$ cat src/rtl/irq_arbiter.sv
// irq_arbiter: latches N interrupt sources as pending and offers the
// highest-priority enabled pending vector to a single interrupt sink.
// An offer retires only when the sink acknowledges that exact vector;
// a mismatched acknowledge produces a one-cycle ack_err pulse.
// Optional feature macro: CARBON_IRQ_ARB_EDGE_EN selects rising-edge
// event detection; when undefined, sources are level-sensitive.
module irq_arbiter #(
    parameter int N      = 32,
    parameter int PRIO_W = 0,
    parameter int VEC_W  = (N <= 1) ? 1 : $clog2(N),
    parameter int PW     = (PRIO_W < 1) ? 1 : PRIO_W
) (
    input  logic              clk,
    input  logic              rst,
    input  logic [N-1:0]      irq_src,
    input  logic [N-1:0]      irq_enable,
    input  logic [N*PW-1:0]   prio_cfg,
    output logic              irq_valid,
    output logic [VEC_W-1:0]  irq_vector,
    output logic [PW-1:0]     irq_prio,
    input  logic              irq_ack,
    input  logic [VEC_W-1:0]  irq_ack_vector,
    output logic [N-1:0]      pending,
    output logic              ack_err
);

    typedef enum logic {IDLE, OFFER} state_t;

    // With no priority field every source is treated as priority 0.
    localparam bit PRIO_ON = (PRIO_W != 0);

    state_t             state_reg;
    logic               irq_valid_reg;
    logic [VEC_W-1:0]   irq_vector_reg;
    logic [PW-1:0]      irq_prio_reg;
    logic [N-1:0]       pending_reg;
    logic [N-1:0]       pending_next;
    logic               ack_err_reg;

    logic [N-1:0]       src_event;
    logic [N-1:0]       clr_mask;
    logic [PW-1:0]      prio_arr [N];
    logic               ack_hit;
    logic               ack_bad;
    logic               win_found;
    logic [VEC_W-1:0]   win_idx;
    logic [PW-1:0]      win_prio;

    // Per-source priority slices, forced to zero when priorities are disabled.
    generate
        for (genvar gi = 0; gi < N; gi++) begin : g_prio
            assign prio_arr[gi] = PRIO_ON ? prio_cfg[gi*PW +: PW] : '0;
        end
    endgenerate

`ifdef CARBON_IRQ_ARB_EDGE_EN
    logic [N-1:0] src_prev_reg;

    // Previous source values; reset to 0 so a line high out of reset counts once.
    always_ff @(posedge clk) begin
        if (rst) begin
            src_prev_reg <= '0;
        end else begin
            src_prev_reg <= irq_src;
        end
    end

    assign src_event = irq_src & ~src_prev_reg;
`else
    assign src_event = irq_src;
`endif

    assign ack_hit = (state_reg == OFFER) && irq_ack && (irq_ack_vector == irq_vector_reg);
    assign ack_bad = (state_reg == OFFER) && irq_ack && (irq_ack_vector != irq_vector_reg);

    // Pending update: an accepted ack clears its bit, but a new event in the same cycle wins.
    always_comb begin
        clr_mask = '0;
        if (ack_hit) begin
            clr_mask[irq_vector_reg] = 1'b1;
        end
        pending_next = (pending_reg & ~clr_mask) | src_event;
    end

    // Winner: strictly greater priority replaces the current best, so ties keep the lowest index.
    always_comb begin
        win_found = 1'b0;
        win_idx   = '0;
        win_prio  = '0;
        for (int i = 0; i < N; i++) begin
            if (pending_reg[i] && irq_enable[i] && (!win_found || (prio_arr[i] > win_prio))) begin
                win_found = 1'b1;
                win_idx   = i[VEC_W-1:0];
                win_prio  = prio_arr[i];
            end
        end
    end

    // Offer FSM with registered outputs; the offer is held until the exact vector is acked.
    always_ff @(posedge clk) begin
        if (rst) begin
            state_reg      <= IDLE;
            irq_valid_reg  <= 1'b0;
            irq_vector_reg <= '0;
            irq_prio_reg   <= '0;
            pending_reg    <= '0;
            ack_err_reg    <= 1'b0;
        end else begin
            pending_reg <= pending_next;
            ack_err_reg <= ack_bad;
            case (state_reg)
                IDLE: begin
                    if (win_found) begin
                        irq_vector_reg <= win_idx;
                        irq_prio_reg   <= win_prio;
                        irq_valid_reg  <= 1'b1;
                        state_reg      <= OFFER;
                    end
                end
                OFFER: begin
                    if (ack_hit) begin
                        irq_valid_reg <= 1'b0;
                        state_reg     <= IDLE;
                    end
                end
                default: begin
                    irq_valid_reg <= 1'b0;
                    state_reg     <= IDLE;
                end
            endcase
        end
    end

    assign irq_valid  = irq_valid_reg;
    assign irq_vector = irq_vector_reg;
    assign irq_prio   = irq_prio_reg;
    assign pending    = pending_reg;
    assign ack_err    = ack_err_reg;

endmodule

$ cat config.mk
export PLATFORM = sky130hd
export DESIGN_NAME = irq_arbiter
export DESIGN_NICKNAME = d
export VERILOG_FILES = /design/src/rtl/irq_arbiter.sv
export SDC_FILE = /design/constraint.sdc
export NUM_CORES = 1
export LEC_CHECK = 0
export CORE_ASPECT_RATIO = 2
export CORE_MARGIN = 2
export CORE_UTILIZATION = 24
export DETAILED_ROUTE_END_ITERATION = 10
export PLACE_DENSITY_LB_ADDON = 0.15
export SLEW_MARGIN = 20
export SYNTH_ARGS = -nofsm -noshare
export SYNTH_HDL_FRONTEND = slang
export SYNTH_SLANG_ARGS = --single-unit
$ cat constraint.sdc
create_clock -name clk -period 1.85 [get_ports clk]
set_input_delay 0.37 -clock clk [delete_from_list [all_inputs] [get_ports clk]]
set_output_delay 0.37 -clock clk [all_outputs]
set_load 0.02 [all_outputs]
==> flow_metrics.tcl <==
set metrics [dict create \
    synth_area_um2 2140 \
    grt.overflow.total 0 \
    grt_max_degree 25 \
    die_y_um 137 \
    avgSynthCellArea_um2 8.15 \
    hold_path.class "register to register" \
    setup.worst_path.start "irq_vector[3]" \
    tightest_slew_ns 0.542 \
    internal_power_mw 1.95 \
    via_count 2602 \
    switching_share_pct 29.6 \
    place.gp.congestion 0.826 \
    synth_flop_cell "dfxtp_1" \
    synth_most_common_cell "nor2_1" \
    power_frac_seq_pct 35.5 \
    powerDensity_nw_per_um2 687 \
    ios 144 \
    drtPass1Iterations 4 \
    initial_core_util_pct 24.7 \
    antenna_found_initial 0 \
    cts_buffer_depth 2 \
    async_flop_share_pct 0 \
    synth_commonest_cells "nor2_1 (79), dfxtp_1 (40), a211oi_1 (35)" \
    synth_compound_area_share_pct 29.6 \
    rows 48 \
    status "finished clean" \
    antenna_left 0 \
    fmax_mhz 554 \
    io_buffers 110 \
    period_minus_slack_ns 1.80 \
    endpoint "irq_vector[3]" \
    cp.arrival_ns 1.43 \
    synth_top_family_by_area "compound AO/OA/AOI/OAI gates" \
    synth_mux_area_share_pct 0 \
    dp_hpwl_um 6810 \
    critPathSlowestCell "clkdlybuf4s50_1" \
    yosys.area_share.simple_pct 27.9 \
    drive_gt1_share_pct 23.4 \
    placed_area_um2 3760 \
    p_comb_share_pct 32.5 \
    cp-end-kind "output pin" \
    fin_worst_skew_ns 0.00280 \
    ir_drop_uv 338 \
    clk_latency_ns 0.28 \
    ys_seq_area_share_pct 37.5 \
    wirelength_um 8590 \
    path_clk_slew_ns 0.06 \
    worst-path-max-fanout 7 \
    synthTopCellsByArea "dfxtp_1 (37%), nor2_1 (14%), a211oi_1 (12%)" \
    cpPeakStageDelay_ns 0.62 \
    antenna_cells 0 \
    p_clk_share_pct 32.0 \
    utilization_pct 46.6 \
    synth_top_area_share_pct 37.5 \
    relSlewSlack_pct 63.9 \
    r2r_slack_ns 0.11 \
    tritoncts "built" \
    reg2reg_from "pending[2]" \
    worstPathCellList "buf_4 > clkdlybuf4s50_1" \
    nets 543 \
    cts_num_sinks 40 \
    core_um2 8650 \
    cts-root-buf "clkbuf_16" \
    design_area_um2 4030 \
    p_switching_uw 819 \
    yosys.cell_types.count 48 \
    synthCells 262 \
    viasPerCell 4.82 \
    cts_buffers 5 \
    die_width_um 70.7 \
    crit_required_ns 1.48 \
    die_area_um2 9720 \
    tns_ns 0 \
    finalHoldViolCount 0 \
    route.detailed.drc 0 \
    rsz0062_at_grt "yes" \
    synth-adder-area-share_pct 0 \
    final.fill_count 871 \
    p_leak_nw 1.72 \
    r2r_end "irq_vector[0]" \
    setup_viol 0 \
    grt_use_total_pct 18.2 \
    wire_per_inst_um 15.9 \
    synth_warnings 0 \
    synth-seq-cells 40 \
    syn_to_final_growth_pct 88.9 \
    grt_pass1_vias 2744 \
    drtIter0Drc 74 \
    maxSlewViolCount 0 \
    cp-start-kind "register" \
    synth_xor_area_share_pct 2.05 \
    grt_first_pass_wirelength_um 13600 \
    yosys.area.top_type "dfxtp_1" \
    path_class "register to output pin" \
    synth_edf_count 0 \
    cap_violations 0 \
    r2r.worst_path.cells 6 \
    synthesis.nets 366 \
    h-tree-depth 2 \
    fin_crit_sh_pct 97.5 \
    largest_reg_flops 32 \
]
-- placed cells by master, fill, tap and decap left out, types with 2 or more instances in the layout --
cell             synthesis  final
nand3_1                  2      2
nor2_1                  79     78
dlygate4sd2_1            0     12
a21oi_1                  6      6
a22o_1                   4      4
a31oi_1                  6      6
dfxtp_1                 40     40
nor3_4                   1      2
a22oi_2                  3      7
clkbuf_16                0      5
dlymetal6s2s_1           0     10
nor3_2                   1      3
clkbuf_1                 3      2
xnor2_1                  5      5
a22oi_1                  8      4
nand2_1                 19     19
a211oi_1                35     34
o21ai_0                  3      3
buf_4                    1     69
a32oi_1                  3      3
clkdlybuf4s50_1          0     88
nor3_1                   7      4
nand2b_1                 4      4
a32o_1                   2      2
-- final cells by class --
type | count | area (µm²) | share of cell area, %
Clock buffer | 8 | 146 | 3.63
Inverter | 1 | 3.75 | 0.0931
Multi-Input combinational cell | 212 | 1330 | 32.9
Sequential cell | 40 | 801 | 19.9
Tap cell | 100 | 125 | 3.10
Timing Repair Buffer | 179 | 1630 | 40.4
-- metal layers --
layer	wire length [µm]	up-vias	global-route usage [%]	share of wire, %
met3	400	20	3.15	4.7
met5	0	-	0	0
met2	4910	78	36.3	57
met1	2910	1190	17.3	34
met4	371	0	8.91	4.3
li1	-	1314	-	-
-- power groups by stage --
stage	registers, mW	logic (mW)	clock network, mW
detailed placement	1.00	0.878	0
CTS	0.984	0.899	0.912
global route	0.993	0.976	0.932
finish	0.984	0.901	0.885
floorplan	1.09	0.271	0
global placement	1.00	0.874	0
-- worst min path at each step --
stage,startpoint,endpoint,cells after the start
floorplan,irq_ack,ack_err,2
global placement,pending[24],pending[24],2
detailed placement,irq_valid,irq_valid,2
CTS,pending[31],pending[31],2
global route,pending[23],pending[23],2
finish,irq_valid,irq_valid,2
-- kinds of logic (layout without fill, tap and decap cells) --
logic type | Yosys count | after routing
compound gates | 79 | 79
other cells | 1 | 1
xor+xnor | 5 | 5
flops | 40 | 40
buf+inv | 10 | 188
simple gates | 127 | 127
-- per-stage QoR --
step	total power [mW]	hold WS (ns)	cells	setup slack (ns)
after CTS	2.80	0.524	537	0.000504
after global routing	2.90	0.539	540	-0.0436
after detailed placement	1.88	0.511	523	-0.420
after global placement	1.87	0.509	523	-0.397
final	2.77	0.515	540	0.0454
after floorplan	1.36	0.519	262	0.0369
-- worst max-delay path: cells and delay by family (launching register included) --
kind / cells / cell delay [ns]
buf+inv: 2 / 0.81
flops: 1 / 0.34
-- timing repair --
action	4_1_cts	5_1_grt
gates resized for setup	21	12
endpoints found under the setup margin	20	27
buffers inserted	6	3
hold buffers	0	0
pin swaps	20	9
No activity file was read; power rests on OpenSTA's default activity.
